File: src/rtl/uart_tx_scheduler.sv
// Round-robin scheduler sharing one Hamming (7,4) encoder and one UART transmitter
// among NUM_REQ nibble sources; one transfer in flight from grant to end of frame.
module uart_tx_scheduler #(
    parameter int NUM_REQ      = 4,
    parameter int ID_W         = 2,
    parameter int ENC_TIMEOUT  = 8,
    parameter int BUSY_TIMEOUT = 4
) (
    input  logic                   clk,
    input  logic                   rst_n,
    input  logic [NUM_REQ-1:0]     req,
    input  logic [4*NUM_REQ-1:0]   req_data,
    output logic [NUM_REQ-1:0]     ack,
    output logic                   enc_ena,
    output logic [3:0]             enc_data,
    input  logic [6:0]             enc_code,
    input  logic                   enc_valid,
    output logic                   tx_start,
    output logic [7:0]             tx_data,
    input  logic                   tx_busy,
    output logic [ID_W-1:0]        grant_id,
    output logic                   active,
    output logic                   err
);

    localparam int MAX_TO = (ENC_TIMEOUT > BUSY_TIMEOUT) ? ENC_TIMEOUT : BUSY_TIMEOUT;
    localparam int CNT_W  = $clog2(MAX_TO + 1);

    typedef enum logic [2:0] {
        IDLE,
        ENCODE,
        LOAD,
        WAIT_BUSY,
        SEND
    } state_t;

    state_t               state_q, state_d;
    logic [ID_W-1:0]      ptr_q, ptr_d;
    logic [ID_W-1:0]      grant_q, grant_d;
    logic [3:0]           enc_data_q, enc_data_d;
    logic [7:0]           tx_data_q, tx_data_d;
    logic [NUM_REQ-1:0]   ack_q, ack_d;
    logic                 enc_ena_q, enc_ena_d;
    logic                 tx_start_q, tx_start_d;
    logic                 err_q, err_d;
    logic [CNT_W-1:0]     cnt_q, cnt_d;

    logic                 pick_valid;
    logic [ID_W-1:0]      pick_idx;

    function automatic logic [ID_W-1:0] wrap_idx(input logic [ID_W-1:0] base, input int offset);
        int sum;
        sum = int'(base) + offset;
        if (sum >= NUM_REQ) begin
            sum = sum - NUM_REQ;
        end
        return ID_W'(sum);
    endfunction

    // Search starts just after the last served source, so the most recent winner ranks last.
    always_comb begin
        pick_valid = 1'b0;
        pick_idx   = '0;
        for (int i = 1; i <= NUM_REQ; i++) begin
            if (!pick_valid && req[wrap_idx(ptr_q, i)]) begin
                pick_valid = 1'b1;
                pick_idx   = wrap_idx(ptr_q, i);
            end
        end
    end

    always_comb begin
        state_d    = state_q;
        ptr_d      = ptr_q;
        grant_d    = grant_q;
        enc_data_d = enc_data_q;
        tx_data_d  = tx_data_q;
        ack_d      = '0;
        enc_ena_d  = 1'b0;
        tx_start_d = 1'b0;
        err_d      = err_q;
        cnt_d      = cnt_q;
        case (state_q)
            IDLE: begin
                if (pick_valid) begin
                    grant_d    = pick_idx;
                    enc_data_d = req_data[int'(pick_idx) * 4 +: 4];
                    ack_d      = NUM_REQ'(1) << pick_idx;
                    enc_ena_d  = 1'b1;
                    cnt_d      = '0;
                    state_d    = ENCODE;
                end
            end
            ENCODE: begin
                if (enc_valid) begin
                    tx_data_d  = {1'b0, enc_code};
                    tx_start_d = 1'b1;
                    state_d    = LOAD;
                end else if (cnt_q == CNT_W'(ENC_TIMEOUT - 1)) begin
                    err_d   = 1'b1;
                    ptr_d   = grant_q;
                    state_d = IDLE;
                end else begin
                    cnt_d = cnt_q + 1'b1;
                end
            end
            LOAD: begin
                cnt_d   = '0;
                state_d = WAIT_BUSY;
            end
            // A transmitter that never starts still advances the pointer so no source starves.
            WAIT_BUSY: begin
                if (tx_busy) begin
                    state_d = SEND;
                end else if (cnt_q == CNT_W'(BUSY_TIMEOUT - 1)) begin
                    err_d   = 1'b1;
                    ptr_d   = grant_q;
                    state_d = IDLE;
                end else begin
                    cnt_d = cnt_q + 1'b1;
                end
            end
            SEND: begin
                if (!tx_busy) begin
                    ptr_d   = grant_q;
                    state_d = IDLE;
                end
            end
            default: begin
                state_d = IDLE;
            end
        endcase
    end

    always_ff @(posedge clk or negedge rst_n) begin
        if (!rst_n) begin
            state_q    <= IDLE;
            ptr_q      <= ID_W'(NUM_REQ - 1);
            grant_q    <= '0;
            enc_data_q <= '0;
            tx_data_q  <= '0;
            ack_q      <= '0;
            enc_ena_q  <= 1'b0;
            tx_start_q <= 1'b0;
            err_q      <= 1'b0;
            cnt_q      <= '0;
        end else begin
            state_q    <= state_d;
            ptr_q      <= ptr_d;
            grant_q    <= grant_d;
            enc_data_q <= enc_data_d;
            tx_data_q  <= tx_data_d;
            ack_q      <= ack_d;
            enc_ena_q  <= enc_ena_d;
            tx_start_q <= tx_start_d;
            err_q      <= err_d;
            cnt_q      <= cnt_d;
        end
    end

    assign ack      = ack_q;
    assign enc_ena  = enc_ena_q;
    assign enc_data = enc_data_q;
    assign tx_start = tx_start_q;
    assign tx_data  = tx_data_q;
    assign grant_id = grant_q;
    assign active   = (state_q != IDLE);
    assign err      = err_q;

endmodule

File: config.mk
export PLATFORM = sky130hd
export DESIGN_NAME = uart_tx_scheduler
export DESIGN_NICKNAME = d
export VERILOG_FILES = /design/src/rtl/uart_tx_scheduler.sv
export SDC_FILE = /design/constraint.sdc
export NUM_CORES = 1
export LEC_CHECK = 0
export CORE_MARGIN = 5
export CORE_UTILIZATION = 47
export CTS_CLUSTER_DIAMETER = 100
export CTS_CLUSTER_SIZE = 24
export DETAILED_ROUTE_END_ITERATION = 8
export PLACE_DENSITY_LB_ADDON = 0.25
export SKIP_CTS_REPAIR_TIMING = 1
export SLEW_MARGIN = 25
export SYNTH_ARGS = -nofsm -noshare
export SYNTH_HDL_FRONTEND = slang
export SYNTH_SLANG_ARGS = --single-unit
File: constraint.sdc
create_clock -name clk -period 3 [get_ports clk]
set_input_delay 0.75 -clock clk [delete_from_list [all_inputs] [get_ports clk]]
set_output_delay 0.75 -clock clk [all_outputs]
set_load 0.03 [all_outputs]
* Word-level counts from Yosys, hierarchy flattened
Cells that the tools add are included.
** Word-level totals
- Word-level logic and storage cells :: 112
- Bits in registers :: 29
- Output and inout bits :: 22
** Operators by class
- $lt $le $gt $ge :: 8
- Shift operators :: 2
- Reductions and logical operators :: 17
- Equal/unequal tests :: 16
- Mux-type cells :: 50
- Add/sub/neg operators :: 9
** Operators with widths (count)
- 4-bit 2-to-1 mux :: 7
- 2-bit 2-to-1 mux :: 13
- 3-bit 2-to-1 mux :: 6
- 1-bit 2-to-1 mux :: 16
- 2-bit inequality test (second input constant) :: 8
- 4-bit one-hot mux with 4 select lines :: 1
- 16-bit by 5-bit variable part select with 4-bit output :: 1
- 3-bit one-hot mux with 5 select lines :: 1
- 2-bit by 3-bit less-than comparator with 1-bit output (second input constant) :: 4
- 6-bit AND reduction :: 2
- 3-bit >= comparator (second input constant) :: 3
- 1-bit binary-select mux with 2-bit select :: 4
- 2-bit by 1-bit subtractor with 2-bit output (second input constant) :: 4
- 2-bit by 2-bit adder with 3-bit output (second input constant) :: 2
- 3-bit by 2-bit == test with 1-bit output (second input constant) :: 2
- 3-bit inequality test (second input constant) :: 2
- 2-bit one-hot mux with 3 select lines :: 1
- 3-bit nonzero test :: 2
- 5-bit AND reduction :: 1
- 2-bit by 3-bit adder with 4-bit output (second input constant) :: 1
- 4-bit by 1-bit adder with 4-bit output (second input constant) :: 1
- 4-bit by 2-bit == test with 1-bit output (second input constant) :: 1
- 4-bit by 3-bit == test with 1-bit output (second input constant) :: 1
- 4-bit by 3-bit >= comparator with 1-bit output (second input constant) :: 1
- other kinds (12) :: 17

* Longest topological paths before layout
Gate-level depths: netlist of run 1.
- Word-level depth :: 18
- Mapped depth :: 6
- Mapped depth without buffers :: 6

* Worst setup path before layout of run 1
No wires, ideal clock.
- Path kind :: input port to flip-flop
- Start :: input req[3]
- End :: register enc_data_q[0] (netlist: enc_data[0])
- Buffers on the path :: 0
- Stages :: 5
- Library setup time :: 134 ps
- Data arrival time :: 1810 ps
- Setup slack :: 1056 ps
- Path through :: or4_1 > nand2_2 > inv_1 > nand3_1 > o211ai_1
** On the way
- Cells in the longest elaborated chain, start to end :: 13
- Elaborated cells between the ends (all ways) :: 24
** RTL lines
- start: declaration :: RTL line 11 : input logic [NUM_REQ-1:0] req,
- 1-bit binary-select mux with 2-bit select :: RTL line 65 : if (!pick_valid && req[wrap_idx(ptr_q, i)]) begin
- 1-bit 2-to-1 mux (implied by the code) :: RTL line 65
- 1-bit 2-to-1 mux :: RTL line 65
- 1-bit logical NOT :: RTL line 65
- 1-bit logical AND :: RTL line 65
- 1-bit 2-to-1 mux :: RTL line 65
- 1-bit logical NOT :: RTL line 65
- 1-bit logical AND :: RTL line 65
- 1-bit 2-to-1 mux :: RTL line 65
- 1-bit logical NOT :: RTL line 65
- 1-bit logical AND :: RTL line 65
- 2-bit 2-to-1 mux / 1-bit 2-to-1 mux (equally long branches) :: RTL line 65
- 16-bit by 5-bit variable part select with 4-bit output / 2-bit AND reduction (equally long branches)
- end signal: assignment :: RTL line 151 : enc_data_q <= enc_data_d;
- end: declaration :: RTL line 40 : logic [3:0] enc_data_q, enc_data_d;
Several ways; a longest one is shown, not always the timed one. The select of a mux whose other input is x is not followed.
A chain may end at the register's enable or synchronous reset.

* Worst setup path after layout of run 1
- Start :: register state_q[0]
- End :: output active
** On the way
- Cells in the longest elaborated chain, start to end :: 1
** RTL lines
- start: declaration :: RTL line 37 : state_t state_q, state_d;
- start signal: assignment :: RTL line 148 : state_q <= state_d;
- 3-bit nonzero test :: RTL line 167 : assign active = (state_q != IDLE);
- end: declaration :: RTL line 22 : output logic active,
No other way between the ends.

==> summary.md, run 1 <==
| Metric | Value |
|---|---|
| CP Class | flop to output pin |
| Share of post-route cells with drive strength above 1 | 15.26% |
| Routed Antenna Nets | 0 |
| Clock root buffer master | clkbuf_4 |
| CTS Buffer Depth | 2 |
| Worst skew pair latency | 0.33 ns |
| CTS H-Tree Depth | 2 |
| FFs w/ async S/R, synth | 100.0% |
| CP Capture Type | output pin |
| Worst path top cell family by delay | buffers and inverters |
| Top-count cell post-synth | dfrtp_1 |
| Pwr Total | 2.138 mW |
| Library cells used by synthesis | 40 |
| Area growth, synth to finish | 44.79% |
| Area contributors post-synth | dfrtp_1 (47%), mux2_2 (7.0%), mux2i_1 (4.1%), o21ai_0 (4.1%), dfstp_2 (3.6%) |
| Post-synth top area cell | dfrtp_1 |
| Routed via count | 1249 |
| WP data required | 2.25 ns |
| Crit Reg-Reg Startpoint | state_q[1]$_DFFE_PN0P_ |
| Reg2reg path depth | 6 |
| RSZ-0062 raised after global routing | no |
| Critical R2R Capture | cnt_q[2]$_DFFE_PN0P_ |
| Hold depth | 1 |
| DR vias/cell | 5.601 |
| Hold_sp | err$_DFFE_PN0P_ |
| Final instance area | 2103 sq um |
| # setup viols final | 0 |
| Sequential area share after synthesis | 50.13% |
| I/O Pins | 53 |
| Worst Skew | 0.005986 ns |
| PD cells | 1017 nW/um^2 |
| CTS sink cnt | 29 |
| Vias in the first global route | 1303 |
| Status | finished, final reports clean |
| Placed inst area | 2001 sq um |
| Worst reg2reg setup slack | 1.10 ns |
| Crit path time final | 2.559 ns |
| Worst-margin pin slew | 0.8355 ns |
| Core Box Area | 3003 sq um |
| Most instantiated cells after synthesis | dfrtp_1 (27), o21ai_0 (12), mux2_2 (9), nand2_1 (9) |
| Starting Density | 48.37% |
| Wire length per cell | 15.75 um |
| CP bufs+invs | 2 |
| DRT Pass-1 Iters | 5 |
| Final HPWL DP | 2.697 mm |
| Share of the synthesized area in the top cell type | 46.51% |
| Largest net degree at the start of global routing | 30 |
| Final hold vios | 0 |
| RD Place Congestion | 0.8569 |
| Initial antenna violation count | 0 |
| Aggregate routed wire length | 3.512 mm |
| Max_cap viols | 0 |
| Reg clk slew, reported paths | 0.09 ns |
| Die Y | 65.60 um |
| Die area | 4303 sq um |
| DRC Markers | 0 |
| Synth warn | 0 |
| Synth Net Count | 163 |
| Fmax | 0.3908 GHz |
| FP Rows | 20 |
| Ys flop type | dfrtp_1 |
| First-pass GRT wire length | 5.996 mm |
| Fin util | 70.04% |
| Slew Limit Fails | 0 |
| Diodes inserted | 0 |
| Max incr delay on CP | 0.60 ns |
| Die width | 65.60 um |
| Critical-path maximum fanout | 7 |
| Fin nets | 221 |
| Cells after synthesis | 131 |
| Worst relative slew slack | 43.42% |
| Gr ovfl total | 0 |
| HP Class | flop to flop |
| Setup TNS | 0 ns |
| Fill count | 241 |
| WHS Endpoint | err$_DFFE_PN0P_ |
| Post-synth EDFFs | 0 |
| Total CTS buffers | 5 |
| Port bufs | 51 |
| Tcrit/Tclk final | 85.30% |
| GRT Total Usage | 18.47% |
| Hold_ws | 0.4780 ns |
| Critical Path Slowest Stage Cell | clkdlybuf4s50_1 |
| Synthesized area per cell | 11.09 sq um |
| CP cell instances | nor3_1, inv_1, clkdlybuf4s50_1 |
| CP Data Arrival Time | 1.81 ns |
| FF+latch count, synth | 29 |
| Worst setup SP type | flop |
| Peak VDD IR | 0.4963 mV |
| Pleak | 0.8839 nW |
| Cell Area, Synth | 1453 sq um |
| 1st-iter DRT viols | 36 |
| CTS tree | done |
[where the power goes]
part	total, mW	internal (mW)	switching (mW)
registers	0.671	0.559	0.112
clock network	0.403	0.258	0.145
logic	1.06	0.473	0.592
total	2.14	1.29	0.848
[worst max-delay path by stage]
stage | slack [ns] | startpoint | endpoint | depth (start not counted)
after floorplan | 1.06 | req[3] | enc_data[0]$_DFFE_PN0P_ | 5
after global placement | 0.46 | req[3] | enc_data[3]$_DFFE_PN0P_ | 6
after detailed placement | 0.40 | req[3] | enc_data[3]$_DFFE_PN0P_ | 6
after CTS | 0.42 | state_q[0]$_DFFE_PN0P_ | active | 3
after global routing | 0.37 | state_q[0]$_DFFE_PN0P_ | active | 3
final | 0.44 | state_q[0]$_DFFE_PN0P_ | active | 3
[routing by layer]
layer | GRT usage, % | vias up | share of wire, %
met5 | 0 | - | 0
met4 | 6.736 | 0 | 1.7
met3 | 6.325 | 8 | 7.9
met2 | 30.85 | 61 | 49
met1 | 21.94 | 585 | 41
li1 | - | 595 | -
[state kept, by name, indices dropped and copies added, names as in the netlist]
signal and flops:
state_q 3, tx_start 1, enc_data 4, grant_id 2, ptr_q 2, tx_data 7, cnt_q 4, err 1
enc_ena 1, ack 4
[area by class of cell]
cell class / instances / area [sq um] / share of cell area, %
Clock buffer: 5 / 37.54 / 1.785
Clock inverter: 3 / 65.06 / 3.093
Inverter: 4 / 15.01 / 0.7139
Multi-Input combinational cell: 96 / 690.7 / 32.84
Sequential cell: 29 / 728.2 / 34.62
Tap cell: 33 / 41.29 / 1.963
Timing Repair Buffer: 53 / 525.5 / 24.99
[cells by family (layout without fill, tap and decap cells)]
kind of cell	Yosys count	in the layout	share of synthesized area, %
muxes	15	15	11.11
other	1	1	0.2582
adders and majority gates	1	1	0.8612
and+or+nand+nor	43	43	18.69
AOI/OAI and AO/OA	34	34	15.42
xor gates and xnor gates	2	2	1.206
DFF	29	29	50.13
buffers and inverters	6	65	2.325
[stage by stage]
stage / instances / setup WS (ns)
2_1_floorplan: 131 / 1.056
3_3_place_gp: 215 / 0.4588
3_5_place_dp: 215 / 0.4015
4_1_cts: 223 / 0.4228
5_1_grt: 223 / 0.3708
6_report: 223 / 0.4411
[placed cells by master, fill, tap and decap left out, drive strengths merged, types with 2 or more instances in the layout]
cell | netlist | layout
nand2b | 3 | 3
xnor2 | 2 | 2
nor2b | 5 | 5
nand2 | 10 | 10
and4 | 4 | 4
dfstp | 2 | 2
mux2 | 9 | 9
bufinv | 0 | 2
clkbuf | 0 | 5
or3 | 2 | 2
a21o | 2 | 2
buf | 2 | 2
inv | 4 | 4
o21a | 3 | 3
nor3 | 2 | 2
nor2 | 6 | 6
nand3 | 4 | 4
a21oi | 4 | 4
dfrtp | 27 | 27
clkdlybuf4s50 | 0 | 51
mux2i | 6 | 6
o31a | 4 | 4
o21ai | 12 | 12
o211ai | 4 | 4
No activity file was read; power rests on OpenSTA's default activity.
==> run 2, diff against run 1 <==
Settings changed: ABC_CLOCK_PERIOD_IN_PS from default to 3000, TNS_END_PERCENT from default to 50.
==> results of run 2 <==
Same layout as run 1: the final DEF is identical, and so are final timing and power.
==> run 3, diff against run 2 <==
Settings changed: ABC_CLOCK_PERIOD_IN_PS 3000 to 2200, CORE_ASPECT_RATIO from default to 1.25, CORE_UTILIZATION 47 to 40.
Clock period 3 ns to 2.2 ns, I/O delays scaled along.
==> summary.md, run 3 (synthesis results as in run 1) <==
| Metric | Value |
|---|---|
| CTS Buffer Depth | 2 |
| Die Y | 77.38 um |
| Die area | 4944 sq um |
| HP Class | flop to flop |
| FP Rows | 24 |
| PD cells | 1384 nW/um^2 |
| Final instance area | 2192 sq um |
| Worst skew pair latency | 0.28 ns |
| Fmax | 0.4780 GHz |
| Footprint of the multi-input gates | 695.7 sq um |
| Pre-CTS WS | -0.1673 ns |
| Fin util | 62.39% |
| Critical-path maximum fanout | 6 |
| Setup TNS | 0 ns |
| CP Capture Type | flop |
| Starting Density | 41.35% |
| RSZ-0062 raised after global routing | no |
| Most common cell after layout, fill and taps aside | clkdlybuf4s50_1 |
| Largest net degree at the start of global routing | 30 |
| Gr ovfl total | 0 |
| WP data required | 2.35 ns |
| Worst setup margin | 0.1077 ns |
| Max FFs per register | 7 |
| Vias in the first global route | 1322 |
| Final HPWL DP | 2.829 mm |
| DRT Pass-1 Iters | 4 |
| 1st-iter DRT viols | 32 |
| Crit path time final | 2.092 ns |
| Worst-margin pin slew | 0.6130 ns |
| Clock root buffer master | clkbuf_8 |
| Max incr delay on CP | 0.49 ns |
| Tcrit/Tclk final | 95.10% |
| I/O Pins | 53 |
| CTS H-Tree Depth | 2 |
| DRC Markers | 0 |
| CTS tree | done |
| Wire length per cell | 15.35 um |
| CP Class | input port to flop |
| Status | finished, final reports clean |
| Diodes inserted | 0 |
| FF/Latch Area | 728.2 sq um |
| Critical Path Slowest Stage Cell | clkdlybuf4s50_1 |
| Fill count | 274 |
| Final hold vios | 0 |
| Worst Skew | 0.008025 ns |
| Area growth, synth to finish | 50.90% |
| Share of post-route cells with drive strength above 1 | 18.69% |
| Max_cap viols | 0 |
| GRT Total Usage | 15.41% |
| Total CTS buffers | 5 |
| Fin nets | 229 |
| Worst setup SP type | input port |
| Core Box Area | 3513 sq um |
| Die width | 63.90 um |
| DR vias/cell | 5.489 |
| Placed inst area | 2068 sq um |
| Routed via count | 1301 |
| First-pass GRT wire length | 5.954 mm |
| Port bufs | 51 |
| Worst relative slew slack | 59.14% |
| CP Data Arrival Time | 2.24 ns |
| Slew Limit Fails | 0 |
| Pleak | 0.9303 nW |
| Most frequent cells in the layout | clkdlybuf4s50_1 (50), dfrtp_1 (27), o21ai_0 (12) |
| Routed Antenna Nets | 0 |
| Peak VDD IR | 0.9318 mV |
| Initial antenna violation count | 0 |
| CTS sink cnt | 29 |
| CP cell instances | clkdlybuf4s50_1, nor2b_1, o21a_1, nor3_4, mux2i_1, o211ai_1 |
| RD Place Congestion | 0.8460 |
| Reg clk slew, reported paths | 0.06 ns |
| Aggregate routed wire length | 3.637 mm |
| # setup viols final | 0 |
| Hold_ws | 0.4727 ns |
[run 3: stage by stage]
stage / total power, mW / std cells
floorplan: 1.824 / 131
global placement: 2.430 / 229
detailed placement: 2.474 / 229
CTS: 3.066 / 237
global route: 3.229 / 237
finish: 3.033 / 237
[run 3: final timing paths]
check / cells past startpoint / slack, ns / endpoint / start
worst max-delay path: 6 / 0.11 / enc_data[2]$_DFFE_PN0P_ / req[3]
worst min-delay path: 1 / 0.47 / err$_DFFE_PN0P_ / err$_DFFE_PN0P_
worst max register to register: 6 / 0.39 / ptr_q[0]$_DFFE_PN1P_ / state_q[1]$_DFFE_PN0P_
worst min register to register: 1 / 0.47 / err$_DFFE_PN0P_ / err$_DFFE_PN0P_
max in group asynchronous: 2 / 1.25 / ptr_q[0]$_DFFE_PN1P_ / rst_n
min in group asynchronous: 2 / 0.63 / state_q[1]$_DFFE_PN0P_ / rst_n
[run 3: report_power, final]
group          internal [mW]  switching (mW)
logic                  0.721           0.822
clock network          0.369           0.201
registers              0.765           0.154
total                   1.86            1.18
[run 3: per-layer routing]
metal | GRT usage (%) | share of wire, % | wire length, um | up-vias
li1 | - | - | - | 616
met1 | 16.22 | 37 | 1335 | 622
met2 | 26.16 | 53 | 1914 | 55
met3 | 5.780 | 7.9 | 286 | 8
met4 | 8.316 | 2.7 | 100 | 0
met5 | 0 | 0 | 0 | -
[run 3: area by class of cell]
class	instances	area share [%]
flip-flops and latches	29	33.22
multi-input cells	96	31.74
repair buffers	61	26.83
clock buffers	7	3.938
well taps	39	2.226
clock inverters	1	1.370
inverters	4	0.6849
[run 3: worst max-delay path: cells and delay by family]
| kind | cells | cell delay (ns) |
|---|---|---|
| buf+inv | 1 | 0.49 |
| compound gates | 2 | 0.38 |
| simple gates | 2 | 0.56 |
| mux | 1 | 0.27 |
